## src/rtl/ether_rx.sv

```systemverilog
// RMII receive front end: finds preamble + SFD on the dibit stream, strips them,
// and forwards the frame body (DA through FCS) with a valid qualifier.
module ether_rx #(
  parameter int MIN_PREAMBLE = 31
) (
  input  logic       clk,
  input  logic       rst,
  input  logic       crsdv,
  input  logic [1:0] rxd,
  output logic       axiov,
  output logic [1:0] axiod,
  output logic       frame_err
);

  localparam int CNT_W = $clog2(MIN_PREAMBLE + 1);
  localparam logic [CNT_W-1:0] CNT_MAX  = CNT_W'(MIN_PREAMBLE);
  localparam logic [CNT_W-1:0] CNT_ONE  = CNT_W'(1);
  localparam logic [CNT_W-1:0] CNT_ZERO = CNT_W'(0);
  localparam logic [1:0] DIBIT_PRE = 2'b01;
  localparam logic [1:0] DIBIT_SFD = 2'b11;

  typedef enum logic [1:0] {
    IDLE     = 2'd0,
    PREAMBLE = 2'd1,
    DATA     = 2'd2,
    DROP     = 2'd3
  } state_t;

  state_t           state_q, state_d;
  logic [CNT_W-1:0] cnt_q, cnt_d;
  logic             axiov_q, axiov_d;
  logic [1:0]       axiod_q, axiod_d;
  logic             frame_err_q, frame_err_d;

  always_ff @(posedge clk) begin
    if (rst) begin
      state_q <= IDLE;
      cnt_q   <= CNT_ZERO;
    end else begin
      state_q <= state_d;
      cnt_q   <= cnt_d;
    end
  end

  always_comb begin
    state_d = state_q;
    cnt_d   = cnt_q;
    case (state_q)
      IDLE: begin
        if (crsdv) begin
          if (rxd == DIBIT_PRE) begin
            state_d = PREAMBLE;
            cnt_d   = CNT_ONE;
          end else begin
            state_d = DROP;
          end
        end else begin
          state_d = IDLE;
        end
      end
      PREAMBLE: begin
        if (!crsdv) begin
          state_d = IDLE;
        end else if (rxd == DIBIT_PRE) begin
          // Saturate so an over-long preamble still qualifies.
          if (cnt_q != CNT_MAX) begin
            cnt_d = cnt_q + CNT_ONE;
          end else begin
            cnt_d = cnt_q;
          end
        end else if ((rxd == DIBIT_SFD) && (cnt_q >= CNT_MAX)) begin
          state_d = DATA;
        end else begin
          state_d = DROP;
        end
      end
      DATA, DROP: begin
        if (!crsdv) begin
          state_d = IDLE;
        end else begin
          state_d = state_q;
        end
      end
      default: begin
        state_d = IDLE;
        cnt_d   = CNT_ZERO;
      end
    endcase
  end

  always_comb begin
    axiov_d     = 1'b0;
    axiod_d     = axiod_q;
    frame_err_d = 1'b0;
    case (state_q)
      PREAMBLE: begin
        if (!crsdv) begin
          frame_err_d = 1'b1;
        end else if (rxd == DIBIT_PRE) begin
          frame_err_d = 1'b0;
        end else if ((rxd == DIBIT_SFD) && (cnt_q >= CNT_MAX)) begin
          frame_err_d = 1'b0;
        end else begin
          frame_err_d = 1'b1;
        end
      end
      DATA: begin
        if (crsdv) begin
          axiov_d = 1'b1;
          axiod_d = rxd;
        end else begin
          axiov_d = 1'b0;
        end
      end
      default: begin
        axiov_d     = 1'b0;
        frame_err_d = 1'b0;
      end
    endcase
  end

  always_ff @(posedge clk) begin
    if (rst) begin
      axiov_q     <= 1'b0;
      axiod_q     <= 2'b00;
      frame_err_q <= 1'b0;
    end else begin
      axiov_q     <= axiov_d;
      axiod_q     <= axiod_d;
      frame_err_q <= frame_err_d;
    end
  end

  assign axiov     = axiov_q;
  assign axiod     = axiod_q;
  assign frame_err = frame_err_q;

endmodule
```

## config.mk

```make
export PLATFORM = sky130hd
export DESIGN_NAME = ether_rx
export DESIGN_NICKNAME = d
export VERILOG_FILES = /design/src/rtl/ether_rx.sv
export SDC_FILE = /design/constraint.sdc
export NUM_CORES = 1
export LEC_CHECK = 0
export ABC_AREA = 1
export CAP_MARGIN = 20
export CORE_AREA = 2 2 39 41
export CTS_CLUSTER_DIAMETER = 150
export CTS_CLUSTER_SIZE = 28
export DETAILED_ROUTE_END_ITERATION = 16
export DIE_AREA = 0 0 41 43
export PLACE_DENSITY = 0.71
export REMOVE_ABC_BUFFERS = 1
export SLEW_MARGIN = 40
export SYNTH_ARGS = -nofsm -noshare
export SYNTH_HDL_FRONTEND = slang
export SYNTH_SLANG_ARGS = --single-unit
```

## constraint.sdc

```tcl
create_clock -name clk -period 1.66 [get_ports clk]
set_input_delay 0.166 -clock clk [delete_from_list [all_inputs] [get_ports clk]]
set_output_delay 0.166 -clock clk [all_outputs]
set_load 0.02 [all_outputs]
```

---- Word-level counts from Yosys, hierarchy flattened ----
Index checks and enable logic that the tools add are counted.
storage, ports and cells
  input port bits ......................... 5
  register bits after elaboration ......... 11
operators by class
  $add $sub $neg .......................... 1
  equal/unequal tests ..................... 13
  bitwise gates (word level) .............. 2
  multiplexer cells ....................... 17
  reductions and logical operators ........ 9
  order comparisons ....................... 1
operator list
  cell                                                                   count
  5-bit two-way mux                                                      5
  2-bit != test, second input constant                                   6
  2-bit two-way mux                                                      5
  5-bit case mux with 2 select lines                                     1
  2-bit equality test, second input constant                             3
  2-bit case mux with 3 select lines                                     1
  6-bit AND reduction                                                    1
  2-bit OR reduction                                                     3
  5-bit by 1-bit adder with 5-bit output, second input constant          1
  5-bit >= comparator, second input constant                             1
  1-bit two-way mux                                                      5
  5-bit != test, second input constant                                   1
  2-bit by 1-bit equality test with 1-bit output, second input constant  2
  2-bit AND reduction                                                    2
  3-bit != test, second input constant                                   1
  2-bit logical NOT                                                      1
  1-bit NOT                                                              2
  2-bit nonzero test                                                     1
  1-bit logical AND                                                      1

---- Logic depth before layout (Yosys ltp) ----
  word-level depth ........................ 6
  mapped depth ............................ 10
  depth with buffers taken out ............ 10

---- Worst setup path before layout ----
No wires, ideal clock.
  kind .................................... reg-to-reg
  start ................................... register cnt_q[0]
  end ..................................... register cnt_q[3]
  required time ........................... 1.547 ns
  cell stages (with the launch flop) ...... 11
  setup slack ............................. 0.330 ns
  period minus slack after synthesis ...... 1.330 ns
  path buffers ............................ 0
  arrival time ............................ 1.218 ns
  library setup time ...................... 0.113 ns
  path through ............................ dfxtp_1 -> ha_1 -> nand2_1 -> nor2_1 -> ha_1 -> nand2_2 -> nand3_4 -> nor2_2 -> nand2_1 -> nand2_1 -> nor2_1
on the way
  cells in the longest elaborated chain, start to end .. 5
  elaborated cells between the ends (all ways) .. 8
  those cells by class .................... add/sub (1); eq/ne (2); mux (4); reduce/logical (1)
ends and longest elaborated chain
  item                                    line  RTL
  start: declaration                      30    logic [CNT_W-1:0] cnt_q, cnt_d;
  start signal: assignment                41    cnt_q <= cnt_d;
  5-bit by 1-bit adder with 5-bit output  67    cnt_d = cnt_q + CNT_ONE;
  5-bit two-way mux                       66    if (cnt_q != CNT_MAX) begin
  5-bit two-way mux                       64    end else if (rxd == DIBIT_PRE) begin
  5-bit two-way mux                       62    if (!crsdv) begin
  5-bit case mux with 2 select lines      48    case (state_q)
Parallel ways exist; a longest one is shown, timed or not. The select of a mux whose other input is x is not followed.
A chain may end at the register's enable or synchronous reset.

---- Worst setup path in the final report ----
  start ................................... register cnt_q[0]
  end ..................................... register cnt_q[1]
Same word-level chain as after synthesis.

==> results.ini <==
[setup_path]
r2r_cells = 10
criticalPathCategory = reg -> reg
r2r-end = cnt_q[1]
r2r-start = cnt_q[0]
cp-end-kind = flip-flop
critPathRequiredTime_ns = 1.83
startpoint_type = flip-flop
crit_path_max_fanout = 5
crit_arrival_ns = 1.60
r2r_setup_slack_ns = 0.23

[cts]
cts_made_buffers = 3
clock-sinks = 11
cts_max_path_buffers = 2
cts-root-buf = clkbuf_4
cts_setup_buffers = 0
postCtsHoldBufs = 0
path_clk_slew_ns = 0.07
htree_levels = 1
cts_resized = 0
tritoncts = done
insertion_delay_ns = 0.27

[floorplan]
die-area_um2 = 1760
fp.dieW_um = 41
fp-row-count = 14
die_h_um = 43
ios = 9
start_util_pct = 39.6
core_area_um2 = 1380

[logic_synthesis]
synth_top_area_share_pct = 40.2
synth_top_area_cell = dfxtp_1
yosysUniqueCellTypes = 17
syn_area_per_cell_um2 = 7.03
synth-seq-area-share_pct = 40.2
yosys_warnings = 0
syn_inst = 78
ys_seq_elements = 11
synth_area_leaders = dfxtp_1 (40%), nand2_1 (14%), inv_1 (8.9%)
mappedNetlistArea_um2 = 548

[placement]
pre_cts_ws_ns = 0.237
placedCellCount = 102
routabilityCongestion = 0.725
dp_hpwl_um = 788
portBuffers = 8

[timing]
slew_headroom_pct = 84.2
finalCritPeriodShare_pct = 86.1
setup_ws_ns = 0.231
worstMarginPinSlew_ns = 0.236
finalCriticalPeriod_ns = 1.43
drv_slew = 0
hold_viol = 0
skew_ns = 0.000452
grt_setup_unrepaired = no
setup_tns_ns = 0
max_freq_mhz = 700
setup_viol = 0

[cells_and_area]
layout.cells.non_filler = 106
syn_to_final_growth_pct = 23.1
n_antenna_cell = 0
drive_above_1_share_pct = 13.3
nets = 98

[power_and_ir_drop]
pwr-share-seq_pct = 52.6
p_clk_share_pct = 35.0
p_per_area_nw_per_um2 = 783
combPwrFrac_pct = 12.5
ir_drop_mv = 0.483
p_switching_mw = 0.136
leakagePower_nw = 0.323
switching_share_pct = 25.7
internal-power_mw = 0.393

[route]
final_antenna_net_count = 0
wl_per_cell_um = 9.82
drc = 0
vias_per_cell = 4.55
drtIter0Drc = 5
first_pass_iters = 4
vias = 482
wirelength_um = 1040

[run]
maxCapViolCount = 0

[run_status]
status = finished clean

[global_routing]
grt_pass1_vias = 422
grt_max_degree = 10
grt_pass1_wl_um = 1720
grt_antenna_before_repair = 0
grt-ovfl-total = 0
grt_usage_pct = 14.9

[min_path]
min_to = cnt_q[4]
hold_path_depth = 2
hold_path.startpoint = cnt_q[4]
min_path_type = reg -> reg

-- routing by layer --
metal	up-vias	global-route usage (%)	routed length, µm
li1	263	-	-
met1	208	17.2	492
met2	6	21.3	488
met3	5	3.14	14
met4	0	14.0	45
met5	-	0	0
-- worst max-delay path by stage --
stage / startpoint / cells past startpoint / to
6_report: cnt_q[0] / 10 / cnt_q[1]
5_1_grt: cnt_q[0] / 10 / cnt_q[1]
4_1_cts: cnt_q[0] / 10 / cnt_q[1]
3_5_place_dp: cnt_q[0] / 10 / cnt_q[1]
3_3_place_gp: cnt_q[0] / 10 / cnt_q[2]
2_1_floorplan: cnt_q[0] / 10 / cnt_q[3]
-- per-stage QoR --
stage                     instance area [µm²]  utilization [%]  total power [mW]  hold slack, ns
after floorplan                           548                -             0.322           0.235
after global placement                    648             46.8             0.349           0.464
after detailed placement                  648             46.8             0.350           0.475
after CTS                                 674             48.7             0.536           0.488
after global routing                      674             48.7             0.553           0.535
final                                     674             48.7             0.528           0.483
-- area by class of cell --
cell class | count | area [µm²]
fill | 143 | 709
multi-input combinational | 52 | 272
sequential | 11 | 220
timing repair buffer | 8 | 80.1
inverter | 15 | 56.3
clock buffer | 4 | 26.3
tap | 16 | 20.0
-- state kept, by name, indices dropped and copies added, names as in the netlist --
| name | count |
|---|---|
| state_q | 2 |
| frame_err | 1 |
| axiov | 1 |
| cnt_q | 5 |
| axiod | 2 |
-- power groups by stage --
stage	Clock, mW	Sequential, mW	Combinational [mW]
finish	0.185	0.278	0.0660
global route	0.201	0.279	0.0731
CTS	0.192	0.278	0.0664
detailed placement	0	0.284	0.0660
global placement	0	0.284	0.0655
floorplan	0	0.287	0.0342
-- Yosys cell counts (all sizes together) --
cell type / n
nand2: 22
inv: 15
dfxtp: 11
o21bai: 1
nor2: 11
o21ai: 4
nand3: 8
ha: 2
a21oi: 3
nand4: 1
-- kinds of logic after synthesis --
kind of cell             after synthesis  synth area share (%)
AO/OA/AOI/OAI                          8                  8.45
adder cells (fa/ha/maj)                2                  4.57
buffers and inverters                 15                  10.3
flip-flops                            11                  40.2
AND/OR/NAND/NOR                       42                  36.5
-- cell usage in the layout, fill, tap and decap left out, drive strengths merged --
cell type | netlist | final
o21ai | 4 | 4
dfxtp | 11 | 11
clkbuf | 0 | 4
nor2 | 11 | 11
nand2 | 22 | 22
nand4 | 1 | 1
nand3 | 8 | 8
clkdlybuf4s50 | 0 | 8
inv | 15 | 15
ha | 2 | 2
a21oi | 3 | 3
o21bai | 1 | 1
-- critical path, cell delays in order (launching register included) --
cell and delay [ns]:
dfxtp_1 0.33, ha_1 0.21, nand2_1 0.08, nor2_1 0.05, ha_1 0.19, nand2_2 0.09, nand3_4 0.10, nand2_2 0.11
inv_1 0.06, nand2_1 0.06, nand2_1 0.05
(Power assumes the default switching activity.)
